File: src/rtl/io_write_arbiter.sv
// io_write_arbiter: round-robin arbiter that funnels three requesters'
// single-word writes into one IO output port. One grant per two cycles:
// IDLE arbitrates and latches the winner, WRITE presents the strobe.
// Writes to addresses outside the port window are acked with err and
// never strobed. Saturating counters track committed and rejected writes.

// Per-requester address decode: the port window is addr[7:2] in 0x20..0x22.
module io_addr_check (
  input  logic [5:0] word_sel,
  output logic       ok
);
  // Word-select decode of the three port registers
  always_comb ok = (word_sel == 6'b100000) || (word_sel == 6'b100001) ||
                   (word_sel == 6'b100010);
endmodule

module io_write_arbiter #(
  parameter int CNT_W = 16
) (
  input  logic             io_clk,
  input  logic             clrn,
  input  logic [2:0]       req,
  input  logic [31:0]      addr0,
  input  logic [31:0]      addr1,
  input  logic [31:0]      addr2,
  input  logic [31:0]      data0,
  input  logic [31:0]      data1,
  input  logic [31:0]      data2,
  output logic [2:0]       ack,
  output logic [2:0]       err,
  output logic [31:0]      io_addr,
  output logic [31:0]      io_datain,
  output logic             write_io_enable,
  output logic             busy,
  output logic [CNT_W-1:0] wr_count,
  output logic [CNT_W-1:0] err_count
);
  localparam int NUM_REQ = 3;

  typedef enum logic {IDLE = 1'b0, WRITE = 1'b1} state_t;

  typedef struct packed {
    logic [31:0] addr;
    logic [31:0] data;
  } wr_req_t;

  wr_req_t [NUM_REQ-1:0] rq;
  logic    [NUM_REQ-1:0] addr_ok;

  state_t      state, state_nxt;
  logic [1:0]  ptr;
  logic [1:0]  win;
  logic        win_found;
  logic        grant;
  logic [2:0]  win_oh;
  logic [2:0]  ack_nxt, err_nxt;
  logic        wen_nxt;

  assign rq[0] = {addr0, data0};
  assign rq[1] = {addr1, data1};
  assign rq[2] = {addr2, data2};

  // Only addr[7:2] matters for validity; the rest of the address is ignored
  genvar gi;
  generate
    for (gi = 0; gi < NUM_REQ; gi++) begin : g_lane
      io_addr_check u_chk (
        .word_sel (rq[gi].addr[7:2]),
        .ok       (addr_ok[gi])
      );
    end
  endgenerate

  // (a + b) mod 3 for a, b in 0..2
  function automatic logic [1:0] mod3_add(input logic [1:0] a, input logic [1:0] b);
    logic [2:0] s;
    s = {1'b0, a} + {1'b0, b};
    if (s >= 3'd3) s = s - 3'd3;
    return s[1:0];
  endfunction

  // Round-robin pick: first requester set scanning ptr, ptr+1, ptr+2
  always_comb begin
    win       = 2'd0;
    win_found = 1'b0;
    for (int k = 0; k < NUM_REQ; k++) begin
      if (!win_found && req[mod3_add(ptr, 2'(k))]) begin
        win_found = 1'b1;
        win       = mod3_add(ptr, 2'(k));
      end
    end
  end

  // State register; reset forces IDLE without waiting for a clock
  always_ff @(posedge io_clk or negedge clrn) begin
    if (!clrn) state <= IDLE;
    else       state <= state_nxt;
  end

  // Next state: a request in IDLE always wins a WRITE cycle, WRITE lasts one cycle
  always_comb begin
    state_nxt = state;
    case (state)
      IDLE:    if (|req) state_nxt = WRITE;
      WRITE:   state_nxt = IDLE;
      default: state_nxt = IDLE;
    endcase
  end

  // Output decode: next-cycle strobes, registered below so they line up with WRITE
  always_comb begin
    busy    = (state == WRITE);
    grant   = (state == IDLE) && win_found;
    win_oh  = 3'b001 << win;
    ack_nxt = 3'b000;
    err_nxt = 3'b000;
    wen_nxt = 1'b0;
    if (grant) begin
      ack_nxt = win_oh;
      if (addr_ok[win]) wen_nxt = 1'b1;
      else              err_nxt = win_oh;
    end
  end

  // Registered strobes, latched port address/data, pointer and counters.
  // Counts update on the grant edge so they are current during WRITE.
  always_ff @(posedge io_clk or negedge clrn) begin
    if (!clrn) begin
      ack             <= '0;
      err             <= '0;
      write_io_enable <= 1'b0;
      io_addr         <= '0;
      io_datain       <= '0;
      ptr             <= 2'd0;
      wr_count        <= '0;
      err_count       <= '0;
    end else begin
      ack             <= ack_nxt;
      err             <= err_nxt;
      write_io_enable <= wen_nxt;
      if (grant) begin
        io_addr   <= rq[win].addr;
        io_datain <= rq[win].data;
        ptr       <= mod3_add(win, 2'd1);
      end
      if (wen_nxt && (wr_count != '1))  wr_count  <= wr_count + 1'b1;
      if ((|err_nxt) && (err_count != '1)) err_count <= err_count + 1'b1;
    end
  end

endmodule

File: config.mk
export PLATFORM = sky130hd
export DESIGN_NAME = io_write_arbiter
export DESIGN_NICKNAME = d
export VERILOG_FILES = /design/src/rtl/io_write_arbiter.sv
export SDC_FILE = /design/constraint.sdc
export NUM_CORES = 1
export LEC_CHECK = 0
export CORE_MARGIN = 2
export CORE_UTILIZATION = 37
export CTS_BUF_LIST = sky130_fd_sc_hd__clkbuf_8
export DETAILED_ROUTE_END_ITERATION = 16
export PLACE_DENSITY = 0.78
export SLEW_MARGIN = 15
export SYNTH_ARGS = -nofsm -noshare
export SYNTH_HDL_FRONTEND = slang
export SYNTH_SLANG_ARGS = --single-unit
File: constraint.sdc
create_clock -name io_clk -period 4.2 [get_ports io_clk]
set_clock_uncertainty 0.15 [all_clocks]
set_input_delay 0.84 -clock io_clk [delete_from_list [all_inputs] [get_ports io_clk]]
set_output_delay 0.84 -clock io_clk [all_outputs]
set_load 0.03 [all_outputs]
==> impl_metrics.tcl, run 1 <==
set metrics [dict create \
    postCtsHoldBufs 0 \
    dpl_cell_area_sq_um 9159 \
    final_area_sq_um 9360 \
    antenna_found_initial 0 \
    cts_tree "yes" \
    design.core.area_sq_um 15710 \
    drt-total-wl_mm 17.63 \
    multiInputGateArea_sq_um 3032 \
    drtIter0Drc 327 \
    path_cells "clkdlybuf4s50_1, mux2i_1, nor2_1, nor3_1, or4b_2, nand2_2, inv_1, ha_1, or2_2, nor2b_1, and2_1, a311oi_2, buf_6, nor4_1, mux2_2" \
    dieHeight_microns 129.9 \
    use_met1 0.2397 \
    drive_gt1_frac 0.06554 \
    post_drt_wl_per_cell_microns 15.17 \
    yosysUniqueCellTypes 41 \
    p_leak_nw 4.004 \
    post-route-min-period_ps 4080 \
    power.total_mw 6.439 \
    die-area_sq_um 16880 \
    overflow 0 \
    grt_first_pass_wirelength_mm 27.30 \
    num_rows 46 \
    crit_slowest_cell "or4b_2" \
    pre_cts_ws_ps -270.9 \
    slowest_delay_ps 630 \
    cp.required_ps 4310 \
    hpwl_mm 13.81 \
    synth_edf_count 0 \
    h-tree-depth 3 \
    powerDensity_nw_per_um2 687.9 \
    criticalPathCategory "primary input to register" \
    n_fill_cell 1362 \
    vias 5688 \
    dr.pass1.iters 4 \
    rsz0062_at_grt "false" \
    synth-main-ff-cell "dfrtp_1" \
    synthArstFlopShare 1.000 \
    maxSlewHeadroom 0.4397 \
    cts_buffers 9 \
    syn_to_final_growth_pct 59.51 \
    worst_pin_slew_ps 840.5 \
    fin_nets 1147 \
    cts_buffer_depth 2 \
    drc 0 \
    cp_data_arrival_time_ps 4190 \
    slew_violations 0 \
    hold_path.class "register to register" \
    drt-vias-per-instance 4.895 \
    maxCapViolCount 0 \
    synthCells 651 \
    track_usage 0.2072 \
    mappedNetlistArea_sq_um 5868 \
    syn_area_per_cell_sq_um 9.014 \
    yosys_warnings 0 \
    gp_congestion 0.7767 \
    synth_nets 856 \
    met3_usage 0.04387 \
    setup_violations 0 \
    ant_nets 0 \
    outcome "finished, final reports clean" \
    crit_path_end_kind "register" \
    initial_core_util 0.3735 \
    port_buffers 300 \
    n_antenna_cell 0 \
    io_pins 301 \
    grt_pass1_vias 5431 \
    fin_ws_ps 119.7 \
    clock_latency_ps 370 \
    fp.dieW_microns 129.9 \
    hold_violations 0 \
    worst-path-buf-inv 3 \
    grt_start_max_net_pins 86 \
    critical_path.top_delay_family "simple AND/OR/NAND/NOR gates" \
    register_area_sq_um 2653 \
    ir_drop_uv 333.1 \
    worstPathMaxFanout 14 \
    clk_pin_slew_ps 90 \
    cts_root_buf "clkbuf_8" \
    setup.worst_path.start_class "primary input" \
    fmax_ghz 0.2451 \
    top_usage_layer "met2" \
    synth-seq-cells 106 \
    met2_usage 0.3739 \
    cts.sinks 106 \
    finalCritPeriodShare 0.9715 \
    yosysSeqAreaShare 0.4520 \
]
==> flip-flops by register name (all words and copies together) (netlist names) <==
register	count
ack	3
err_count	16
err	3
write_io_enable	1
io_datain	32
wr_count	16
busy	1
io_addr	32
ptr	2
==> logic make-up (layout without fill, tap and decap cells) <==
group,count (synthesis),after routing,share of synthesized area
AO/OA/AOI/OAI,143,143,0.1290
XOR/XNOR,26,26,0.03881
adder cells (fa/ha/maj),8,8,0.01706
buffers and inverters,50,345,0.03667
flip-flops,106,106,0.4520
multiplexers,77,77,0.1337
AND/OR/NAND/NOR,241,241,0.1928
==> where the power goes <==
part,internal (mW),switching (mW)
combinational,1.75,2.42
sequential,1.42,0.234
clock,0.283,0.340
total,3.44,2.99
==> routing by layer <==
metal,part of all wire,vias up
met5,0,-
met4,0.027,0
met3,0.066,32
met2,0.52,219
met1,0.39,2613
li1,-,2824
==> cells in the mapped netlist (all sizes together), types with 2 or more instances <==
cell type  instances  area share
ha                 8       0.017
nor4              14       0.019
buf               24       0.020
xor2              25       0.037
inv                6      0.0038
o21ai             68       0.058
clkbuf            20       0.013
nand2             88       0.057
and3              11       0.012
a21oi             67       0.057
mux2               8       0.016
or4b               4      0.0068
mux2i             69        0.12
nand4              6      0.0064
nor2              69       0.044
and2               8      0.0085
nand2b             2      0.0021
or2                3      0.0032
nand3              9      0.0077
and3b              3      0.0045
nor2b              4      0.0043
dfrtp            106        0.45
nor3              19       0.016
==> cell usage in the layout, fill, tap and decap left out, types with 2 or more instances in the layout <==
master,synthesis,routed
clkdlybuf4s50_1,0,299
dfrtp_1,106,106
nand2_1,87,87
nor2_1,69,69
mux2i_1,69,68
o21ai_0,68,68
a21oi_1,67,67
xor2_1,25,25
buf_4,1,23
nor3_1,19,18
and3_1,11,11
nor4_1,10,10
clkbuf_8,0,10
inv_1,6,9
nand3_1,9,9
and2_1,8,8
mux2_2,7,7
ha_1,8,7
nand4_1,6,6
nor2b_1,4,4
nor4_2,4,4
and3b_1,3,3
or4b_2,3,3
nand2b_1,2,2
==> worst reg2reg max path, delay by kind of cell, from the launching register on <==
family / cells / cell delay, ps
AO/OA/AOI/OAI: 1 / 210
adder cells (fa/ha/maj): 2 / 450
buffers and inverters: 3 / 350
flip-flops: 1 / 420
multiplexers: 2 / 560
AND/OR/NAND/NOR: 8 / 1740
==> final timing paths <==
| check | from | to | slack, ps | cells past startpoint |
|---|---|---|---|---|
| worst max-delay path | req[0] | err_count[12]$_DFFE_PN0P_ | 120 | 15 |
| worst min-delay path | io_datain[5]$_DFFE_PN0P_ | io_datain[5]$_DFFE_PN0P_ | 340 | 2 |
| worst max register to register | ptr[1]$_DFFE_PN0P_ | err_count[12]$_DFFE_PN0P_ | 210 | 16 |
| worst min register to register | io_datain[5]$_DFFE_PN0P_ | io_datain[5]$_DFFE_PN0P_ | 340 | 2 |
| max in group asynchronous | clrn | io_datain[29]$_DFFE_PN0P_ | 2580 | 2 |
| min in group asynchronous | clrn | wr_count[6]$_DFFE_PN0P_ | 380 | 1 |
==> area by class of cell <==
type                            count  share of cell area
Clock inverter                      5            0.005213
Clock buffer                       10             0.01470
Multi-Input combinational cell    495              0.3239
Inverter                            6            0.002406
Sequential cell                   106              0.2834
Timing Repair Buffer              324              0.3415
Tap cell                          216             0.02887
==> per-stage QoR <==
| step | instances | TNS (ps) | utilization | hold slack, ps |
|---|---|---|---|---|
| after floorplan | 651 | 0 | - | 350.0 |
| after global placement | 1147 | -1525 | 0.5829 | 310.5 |
| after detailed placement | 1147 | -2615 | 0.5829 | 318.8 |
| after CTS | 1162 | 0 | 0.5948 | 340.7 |
| after global routing | 1162 | 0 | 0.5957 | 359.2 |
| final | 1162 | 0 | 0.5957 | 335.1 |
==> repair_timing <==
action | 4_1_cts | 5_1_grt
endpoints found under the setup margin | 0 | 6
buffers inserted | 0 | 0
gates resized for setup | 0 | 4
(Power assumes the default switching activity.)
==> inputs of run 2 (changes only) <==
--- a/config.mk
+++ b/config.mk
@@ -10,6 +10,7 @@
 export CTS_BUF_LIST = sky130_fd_sc_hd__clkbuf_8
 export DETAILED_ROUTE_END_ITERATION = 16
 export PLACE_DENSITY = 0.78
+export REMOVE_ABC_BUFFERS = 1
 export SLEW_MARGIN = 15
 export SYNTH_ARGS = -nofsm -noshare
 export SYNTH_HDL_FRONTEND = slang
==> run 2 against run 1 <==
First-iteration DRC count decreased by 18%. Clock power grew 1%. Global-route usage increased by 0.10 points. Sequential share of layout area decreased by 0.15 points. Wire length increased by 1.7%. Critical path type unchanged. Critical endpoint is now err_count[14]$_DFFE_PN0P_.
==> impl_metrics.tcl, run 2 (synthesized netlist as in run 1, its figures left out) <==
set metrics [dict create \
    outcome "finished, final reports clean" \
    cts.sinks 106 \
    drc 0 \
    post_drt_wl_per_cell_microns 15.43 \
    pre_cts_ws_ps -340.8 \
    setup_tns_ps 0 \
    drive_gt1_frac 0.07082 \
    n_antenna_cell 0 \
    h-tree-depth 3 \
    post-route-min-period_ps 4015 \
    final_util 0.5989 \
    cts_buffer_depth 2 \
    final_area_sq_um 9410 \
    cts_buffers 9 \
    crit_slowest_cell "or4b_2" \
    fmax_ghz 0.2490 \
    maxSlewHeadroom 0.5353 \
    fin_ws_ps 184.6 \
    maxCapViolCount 0 \
    port_buffers 300 \
    die-area_sq_um 16880 \
    ant_nets 0 \
    dr.pass1.iters 4 \
    hold_violations 0 \
    layout_common_cells "298 x clkdlybuf4s50_1, 106 x dfrtp_1, 87 x nand2_1, 69 x nor2_1" \
    reg2reg_to "err_count[14]$_DFFE_PN0P_" \
    syn_to_final_growth_pct 60.36 \
    critical_path.top_delay_family "simple AND/OR/NAND/NOR gates" \
    clk_pin_slew_ps 90 \
    worst_pin_slew_ps 697.0 \
    drt-vias-per-instance 4.824 \
    worstRegToRegCells 16 \
    powerDensity_nw_per_um2 695.1 \
    final_common_cell "clkdlybuf4s50_1" \
    design.core.area_sq_um 15710 \
    crit_path_end_kind "register" \
    largestRegisters "io_addr: 32 flops, io_datain: 32 flops" \
    grt_start_max_net_pins 82 \
    grt_first_pass_wirelength_mm 27.39 \
    dp_cells 1145 \
    overflow 0 \
    gp_congestion 0.9337 \
    register_area_sq_um 2653 \
    fp.dieW_microns 129.9 \
    cp.required_ps 4310 \
    rr_startpoint "ptr[1]$_DFFE_PN0P_" \
    power.total_mw 6.541 \
    hold_path.class "primary input to async pin" \
    io_pins 301 \
    n_fill_cell 1369 \
    postCtsHoldBufs 0 \
    dieHeight_microns 129.9 \
    setup_violations 0 \
    path_cells "clkdlybuf4s50_1, mux2i_2, nor2_1, nor3_2, or4b_2, nand2_2, inv_1, ha_1, or2_2, nor2b_1, and2_1, a311oi_2, buf_6, nor3_1, mux2_2" \
    cts_tree "yes" \
    drtIter0Drc 268 \
    worstPathMaxFanout 9 \
    setup.worst_path.start_class "primary input" \
    track_usage 0.2082 \
    drt-total-wl_mm 17.93 \
    antenna_found_initial 0 \
    multiInputGateArea_sq_um 3049 \
    criticalPathCategory "primary input to register" \
    fin_nets 1147 \
    r2r_slack_ps 280 \
    dpl_cell_area_sq_um 9169 \
    cp_data_arrival_time_ps 4120 \
    slew_violations 0 \
    clock_latency_ps 380 \
    worst-path-buf-inv 3 \
    num_rows 46 \
    cts_root_buf "clkbuf_8" \
    hpwl_mm 14.06 \
    vias 5605 \
    p_leak_nw 4.018 \
    ir_drop_uv 312.3 \
    stdcell_count 1162 \
    finalCritPeriodShare 0.9560 \
    hold_ws_ps 336.1 \
    grt_pass1_vias 5351 \
    initial_core_util 0.3735 \
    slowest_delay_ps 620 \
]
==> run 2: cell count changes in the layout (fill, tap and decap cells not counted), sizes merged <==
cell,before,now
clkbuf,10,9
clkdlybuf4s50,299,298
clkinv,0,2
dlymetal6s2s,0,1
inv,9,8
==> run 2: layer usage <==
| metal | up-vias | GRT usage | share of wire |
|---|---|---|---|
| li1 | 2841 | - | - |
| met1 | 2558 | 0.2633 | 0.42 |
| met2 | 186 | 0.3545 | 0.50 |
| met3 | 20 | 0.03936 | 0.049 |
| met4 | 0 | 0.07906 | 0.023 |
| met5 | - | 0 | 0 |
==> run 2: where the power goes <==
part,internal [mW],switching [mW]
clock network,0.275,0.354
logic,1.80,2.45
registers,1.42,0.242
==> run 2: how the worst max path moves through the flow <==
stage                      start                        end  slack (ps)  depth (start not counted)
after floorplan           req[2]   err_count[1]$_DFFE_PN0P_       -2540                          7
after global placement    req[0]   err_count[1]$_DFFE_PN0P_        -240                         15
after detailed placement  req[0]   err_count[1]$_DFFE_PN0P_        -340                         15
after CTS                 req[0]   err_count[1]$_DFFE_PN0P_          80                         15
after global routing      req[2]  err_count[14]$_DFFE_PN0P_         -20                         15
final                     req[2]  err_count[14]$_DFFE_PN0P_         180                         15
==> run 2: worst register-to-register path, delay by kind of cell, from the launching register on <==
family                     cells  cell delay (ps)
muxes                          2              530
DFF                            1              430
and+or+nand+nor                8             1700
buffers and inverters          3              330
AOI/OAI and AO/OA              1              210
adders and majority gates      2              450
==> run 2: repair_timing <==
action,4_1_cts,5_1_grt
gates resized for setup,0,8
endpoints found under the setup margin,0,12
endpoints found under the hold margin,0,0
setup buffers,0,2
==> run 2: final cells by class <==
type	instances	area share
clock buffers	9	0.01316
inverters	6	0.002393
multi-input cells	495	0.3240
flip-flops and latches	106	0.2819
clock inverters	6	0.007180
well taps	216	0.02872
repair buffers	324	0.3426
